[src/rtl/prog2_2.sv]
// prog2_2: 4-input truth-table function with registered copies; PROG2_2_HIT_CNT_EN adds a saturating hit counter
module prog2_2 #(
    parameter logic [15:0] TRUTH_TABLE = 16'h0727
) (
    input  logic       clk,
    input  logic       rst,
    input  logic       a,
    input  logic       b,
    input  logic       c,
    input  logic       d,
    output logic       f,
    output logic       f_q,
    output logic [3:0] idx_q,
    output logic       f_chg
`ifdef PROG2_2_HIT_CNT_EN
    ,
    output logic [7:0] hit_cnt
`endif
);
    logic [3:0] idx;
    assign idx = {a, b, c, d};
    assign f   = TRUTH_TABLE[idx];
    // capture inputs and result; flag a change of the registered result
    always_ff @(posedge clk or posedge rst)
        if (rst) begin
            idx_q <= 4'h0;
            f_q   <= 1'b0;
            f_chg <= 1'b0;
        end else begin
            idx_q <= idx;
            f_q   <= f;
            f_chg <= f != f_q;
        end
`ifdef PROG2_2_HIT_CNT_EN
    // count edges that load a 1 into f_q, holding at full scale
    always_ff @(posedge clk or posedge rst)
        if (rst)
            hit_cnt <= 8'h00;
        else if (f && hit_cnt != 8'hFF)
            hit_cnt <= hit_cnt + 8'd1;
`endif
endmodule

[config.mk]
export PLATFORM = sky130hd
export DESIGN_NAME = prog2_2
export DESIGN_NICKNAME = d
export VERILOG_FILES = /design/src/rtl/prog2_2.sv
export SDC_FILE = /design/constraint.sdc
export NUM_CORES = 1
export LEC_CHECK = 0
export CORE_AREA = 4 4 41 43
export CTS_BUF_LIST = sky130_fd_sc_hd__clkbuf_4 sky130_fd_sc_hd__clkbuf_8 sky130_fd_sc_hd__clkbuf_16
export DETAILED_ROUTE_END_ITERATION = 12
export DIE_AREA = 0 0 45 47
export PLACE_DENSITY_LB_ADDON = 0.08
export SYNTH_ARGS = -nofsm -noshare
export SYNTH_HDL_FRONTEND = slang
export SYNTH_SLANG_ARGS = --single-unit
[constraint.sdc]
create_clock -name clk -period 0.8 [get_ports clk]
set_clock_uncertainty 0.1 [all_clocks]
set_input_delay 0.16 -clock clk [delete_from_list [all_inputs] [get_ports clk]]
set_output_delay 0.16 -clock clk [all_outputs]
set_load 0.01 [all_outputs]
### After elaboration in Yosys (flattened, before gate mapping)

Memory sizes are Yosys's and may differ from the RTL's.
Cells that the tools add are included.

* register bits: 6
* memory bits (read-only): 16
* output and inout bits: 7
* memories kept: 1

* $lt $le $gt $ge: 1
* eq/ne operators: 1
* muxes and demuxes: 1

Memory list
* (no name shown): words 16, width 1, rd ports 1, clocked after Yosys merged registers in 0, wr ports 0, RTL line 22 `assign f = TRUTH_TABLE[idx];`

Operators by type and width (number)
* $lt A4 B5 Y1 const B: 1
* $mux W1: 1
* $ne A1 B1 Y1: 1

### Depth between registers and ports, before layout

Gate-level depths: netlist (run 1).

* word-level depth: 3
* depth in mapped cells: 3
* gate-level depth less buffers: 3

### Least setup slack after synthesis (run 1)

OpenSTA, ideal clock, no wires.

* path kind: input-to-reg
* start point: input port a
* end point: register f_chg
* setup time: 0.079 ns
* arrival time: 0.665 ns
* required time: 0.621 ns
* slack: -0.044 ns
* stages on the path: 3
* path buffers: 0
* cell sequence: nand2b_1 -> a22oi_2 -> xor2_1

* word-level cells in the longest chain between the ends: 3

RTL lines
* start, declared: RTL line 7 `input logic a,`
* $mem_v2 Z16 W1
* $mux W1 (not written as such): RTL line 22
* net f: RTL line 11 `output logic f,`
* $ne A1 B1 Y1: RTL line 32 `f_chg <= f != f_q;`
* end signal, assigned: RTL line 32
* end, declared: RTL line 14 `output logic f_chg`

The timed path passes the listed nets, and every way through them passes these cells. The select of a mux whose other input is x is not followed.

### Final worst setup path (run 1)

* start point: register f_q
* end point: output port f_q

RTL lines
* start, declared: RTL line 12 `output logic f_q,`
* start signal, assigned: RTL line 27 `f_q <= 1'b0;`
* start signal, assigned: RTL line 31 `f_q <= f;`

No word-level cell between the ends.

==> results.yml, run 1 <==
layout:
  fillers: 151
  final_cell_mix: "buf_2, buf_4, dfrtp_1"
  fin_util_pct: 27.69
  diodes: 0
  drive_gt1_share_pct: 71.88
  layout_commonest_cell: "buf_2"
  area_growth_pct: 98.62
  layout.nets: 40
clock_network:
  clock_latency_ps: 230
  clk_pin_slew_ps: 40
  cts-root-buf: "clkbuf_4"
  hold_buffers: 0
  tritoncts: "done"
  cts_sinks: 6
  cts_buffers: 3
  clk_path_buf_depth: 2
  htree_levels: 1
critical_path:
  worstSetupStartpointType: "flip-flop"
  cpPeakStageDelay_ps: 370
  path_cells: "buf_2"
  cp_num_buf_inv: 1
  path_max_fanout: 2
  slowest_stage: "dfrtp_1"
  crit_required_ps: 540
  crit_type: "reg2out"
  critPathCaptureType: "output port"
  crit_family: "flip-flops"
  cp.arrival_ps: 740
detailed_routing:
  num_vias: 148
  drtPass1Iterations: 1
  first_iter_violations: 0
  routed_wl_um: 391
  routedWlPerCell_um: 8.319
  remaining_drc_errors: 0
  via_per_inst: 3.149
  ant_nets: 0
sta:
  slew_headroom_pct: 85.69
  setup_ws_ps: -203.2
  worst_pin_slew_ps: 214.4
  rsz0062_at_grt: "true"
  finalCriticalPeriod_ps: 1003
  hold_viol: 0
  timing.hold.ws_ps: 4.478
  timing.final.crit_share_pct: 125.4
  max_freq_ghz: 0.9969
  drv_slew: 0
  setup_viol: 8
floorplan:
  rows: 13
  die_area_sq_um: 2115
  chipHeight_um: 47
  coreArea_sq_um: 1301
  initial_utilization_pct: 13.94
  die_w_um: 45
  ios: 13
global_routing:
  grt_overflow_total: 0
  grt_pass1_wl_um: 607
  grt_max_degree: 7
  first_global_vias: 161
  grt_usage_pct: 4.766
  antenna_found_initial: 0
placed_design:
  place_congestion: 0.5773
  dpl_worst_slack_ps: -924.7
  place.port_buffers: 12
yosys:
  synth-simple-area-share_pct: 3.448
  synthAdderAreaFrac_pct: 0
  synth-xor-area-share_pct: 4.828
  ys_seq_area_share_pct: 82.76
  yosysTopAreaCell: "dfrtp_1"
  syn_area_sq_um: 181.4
  ys_ff_latch: 6
  synth-compound-area-share_pct: 6.897
  synth_nets: 16
  syn_inst: 10
  avgSynthCellArea_sq_um: 18.14
  ys_types: 5
  synth_top_family_by_area: "compound AO/OA/AOI/OAI gates"
  synth_top_area_share_pct: 82.76
  synthTopCellsByArea: "dfrtp_1, a22oi_2, xor2_1, nand2b_1, inv_1"
  synthMuxAreaShare_pct: 0
  yosys_warnings: 0
flow_run:
  max_cap_viol_count: 0
pwr:
  switching_share_pct: 20.51
  clockPowerShare_pct: 36.3
  ir_worst_vdd_uv: 455.1
  powerDensity_nw_per_um2: 1979
  p_int_w: 0.0005668
  pwr-share-seq_pct: 46.7
  combinationalPowerShare_pct: 17.0
  p_sw_w: 0.0001462
  p_leak_nw: 0.1907
  power_w: 0.0007130
hold_path:
  hold_class: "in2reg"
outcome:
  status: "finished, violations left"
  violations: "negative setup slack"
[path summary, 6_finish.rpt]
| check | from | endpoint | slack [ps] | depth (start not counted) |
|---|---|---|---|---|
| worst max-delay path | f_q | f_q | -200 | 1 |
| worst min-delay path | d | idx_q[0] | 4 | 1 |
| worst max register to register | f_q | f_chg | -40 | 2 |
| worst min register to register | f_q | f_chg | 430 | 2 |
| max in group asynchronous | rst | idx_q[0] | 380 | 2 |
| min in group asynchronous | rst | idx_q[2] | 40 | 2 |
[cells by family (layout without fill, tap and decap cells)]
family | after synthesis | after routing
flip-flops | 6 | 6
AO/OA/AOI/OAI | 1 | 1
AND/OR/NAND/NOR | 1 | 1
XOR/XNOR | 1 | 1
buffers and inverters | 1 | 23
[final cells by class]
type	instances	area (sq um)	area share [%]
clock buffers	3	22.52	6.250
flip-flops and latches	6	150.1	41.67
repair buffers	19	130.1	36.11
well taps	15	18.77	5.208
inverters	1	3.754	1.042
multi-input cells	3	35.03	9.722
[flip-flops by register name, summed over array words and instances, names as in the netlist]
register / flops
idx_q: 4
f_q: 1
f_chg: 1
[power by group through the flow]
| stage | clock network, W | registers (W) | logic (W) |
|---|---|---|---|
| after detailed placement | 0 | 0.000338 | 0.000140 |
| final | 0.000259 | 0.000333 | 0.000121 |
| after global routing | 0.000303 | 0.000333 | 0.000134 |
| after CTS | 0.000269 | 0.000333 | 0.000121 |
| after global placement | 0 | 0.000338 | 0.000141 |
| after floorplan | 0 | 0.000351 | 0.0000200 |
[cell usage after synthesis (all sizes together)]
| library cell | count |
|---|---|
| a22oi | 1 |
| xor2 | 1 |
| inv | 1 |
| dfrtp | 6 |
| nand2b | 1 |
[stage by stage]
| step | cells | TNS (ps) | cell area (sq um) |
|---|---|---|---|
| 6_report | 47 | -1229 | 360.3 |
| 2_1_floorplan | 10 | -44.10 | 181.4 |
| 3_3_place_gp | 42 | -4209 | 357.8 |
| 3_5_place_dp | 42 | -4183 | 357.8 |
| 4_1_cts | 46 | -1328 | 357.8 |
| 5_1_grt | 47 | -1485 | 360.3 |
[what timing repair did]
item,4_1_cts,5_1_grt
pin swaps,2,1
hold endpoints to repair,0,1
setup buffers,2,1
endpoints found under the setup margin,9,8
gates cloned,0,0
gates resized for setup,43,3
[metal layers]
| layer | share of wire, % | GRT usage, % | up-vias |
|---|---|---|---|
| met4 | 0 | 5.263 | 0 |
| met2 | 32 | 4.237 | 13 |
| met1 | 45 | 5.081 | 58 |
| li1 | - | - | 77 |
| met5 | 0 | 0 | - |
| met3 | 24 | 5.364 | 0 |
(Power assumes the default switching activity.)
==> run 2: changes to the inputs <==
- CAP_MARGIN: unset -> 10
- CORE_AREA: 4 4 41 43 -> 2 2 39 41
- DIE_AREA: 0 0 45 47 -> 0 0 41 43
==> run 2 against run 1 <==
Against the previous run:
- the flow finishes with violations (negative hold slack, negative setup slack)
- sequential share of layout area shrank 0.71 points
- sequential power is essentially flat
- largest power group unchanged
- non-clock buffer count is the same
- worst setup slack lost 2.2 ps
- first-iteration DRC count grew 2
- die area shrank 17%
- via count grew 5.4%
- combinational power is essentially flat
- hold slack lost 7.8 ps
- routed wire length grew 6.1%
- global-route usage grew 1.2 points
- maximum frequency shrank 0.22%
==> results.yml, run 2 (synthesis results as in run 1) <==
outcome:
  status: "finished, violations left"
  violations: "negative hold slack, negative setup slack"
critical_path:
  r2r-start: "f_q"
  crit_required_ps: 540
  crit_family: "flip-flops"
  path_cells: "buf_2"
  cp.arrival_ps: 750
  reg2reg_to: "f_chg"
  cp_num_buf_inv: 1
  rr_worst_depth: 3
  cpPeakStageDelay_ps: 370
  regToRegSetupSlack_ps: -150
  slowest_stage: "dfrtp_1"
  critPathCaptureType: "output port"
  crit_type: "reg2out"
  worstSetupStartpointType: "flip-flop"
  path_max_fanout: 2
floorplan:
  rows: 14
  chipHeight_um: 43
  initial_utilization_pct: 13.11
  die_area_sq_um: 1763
  coreArea_sq_um: 1384
  die_w_um: 41
  ios: 13
detailed_routing:
  routedWlPerCell_um: 8.646
  num_vias: 156
  routed_wl_um: 415
  first_iter_violations: 2
  ant_nets: 0
  remaining_drc_errors: 0
  via_per_inst: 3.250
  drtPass1Iterations: 4
layout:
  area_growth_pct: 102.1
  drive_gt1_share_pct: 62.50
  seq_area_sq_um: 150.1
  largest-register: "idx_q"
  layout.nets: 40
  final_cells: 48
  largest_reg_flops: 4
  layout_commonest_cell: "buf_2"
  final_cell_mix: "buf_2, dfrtp_1, clkbuf_4, dlygate4sd3_1, buf_4"
  reg_top3: "idx_q: 4 flops, f_chg: 1 flops, f_q: 1 flops"
  diodes: 0
  multi_input_area_sq_um: 35.03
  fillers: 148
global_routing:
  grt.busiest_layer: "met3"
  grt_usage_pct: 5.972
  gr-usage-met3_pct: 7.853
  use_met1_pct: 5.611
  first_global_vias: 152
  grt_max_degree: 7
  antenna_found_initial: 0
  grt_overflow_total: 0
  use_met2_pct: 6.563
  grt_pass1_wl_um: 607
sta:
  timing.final.crit_share_pct: 125.7
  worst_pin_slew_ps: 225.5
  finalCriticalPeriod_ps: 1005
  drv_slew: 0
  max_freq_ghz: 0.9946
  setup_ws_ps: -205.4
  timing.hold.ws_ps: -3.366
  rsz0062_at_grt: "true"
  hold_viol: 1
  slew_headroom_pct: 84.95
  setup_viol: 9
placed_design:
  placed_cells: 40
  place.port_buffers: 12
  place_congestion: 0.6337
pwr:
  powerDensity_nw_per_um2: 1992
  ir_worst_vdd_uv: 614.3
  power_w: 0.0007301
  p_leak_nw: 0.1880
clock_network:
  clock_latency_ps: 240
  cts_sinks: 6
  tritoncts: "done"
  clk_pin_slew_ps: 40
  cts-root-buf: "clkbuf_4"
  cts_buffers: 3
  clk_path_buf_depth: 2
  htree_levels: 1
flow_run:
  max_cap_viol_count: 0
hold_path:
  worstHoldStart: "d"
  hold_end: "idx_q[0]"
  hold_class: "in2reg"
  worstHoldPathCells: 1
==> run 2: where the power goes <==
| part | internal, W | total [W] | switching (W) |
|---|---|---|---|
| clock network | 0.000169 | 0.000274 | 0.000105 |
| logic | 0.0000733 | 0.000124 | 0.0000503 |
| registers | 0.000327 | 0.000332 | 0.00000576 |
==> run 2: per-layer routing <==
layer  up-vias  wire length, um  part of all wire, %
met3         0               47                   11
met1        71              184                   44
met5         -                0                    0
met2         9              183                   44
met4         0                0                    0
li1         76                -                    -
==> run 2: final cells by class <==
class	count	area share, %
timing repair buffer	19	36.86
sequential	6	40.96
multi-input combinational	3	9.556
tap	16	5.461
clock buffer	3	6.143
inverter	1	1.024
==> run 2: through the flow <==
stage	setup TNS (ps)	utilization [%]	hold WS, ps	setup slack [ps]	area [sq um]
2_1_floorplan	-44.10	-	-149.0	-44.10	181.4
3_3_place_gp	-3855	24.32	296.0	-942.1	336.6
3_5_place_dp	-3892	24.32	291.7	-940.6	336.6
4_1_cts	-1510	25.32	-7.191	-219.6	350.3
5_1_grt	-1666	26.49	-8.868	-236.2	366.6
6_report	-1402	26.49	-3.366	-205.4	366.6
==> run 2: how the worst max path moves through the flow <==
stage | endpoint | slack [ps] | depth (start not counted) | from
after global placement | f | -940 | 4 | d
after floorplan | f_chg | -40 | 3 | a
after detailed placement | f | -940 | 4 | d
after global routing | f_q | -240 | 1 | f_q
after CTS | f_q | -220 | 1 | f_q
final | f_q | -210 | 1 | f_q
==> run 2: what timing repair did <==
| item | in CTS | in global routing |
|---|---|---|
| setup buffers | 1 | 1 |
| endpoints found under the hold margin | 2 | 3 |
| pin swaps | 1 | 1 |
| setup endpoints to repair | 9 | 8 |
| hold buffers | 1 | 2 |
| gates resized for setup | 44 | 2 |
==> run 2: worst reg2reg max path: cells and delay by family, from the launching register on <==
kind | cells | cell delay, ps
DFF | 1 | 370
xor gates and xnor gates | 1 | 140
buffers and inverters | 2 | 230
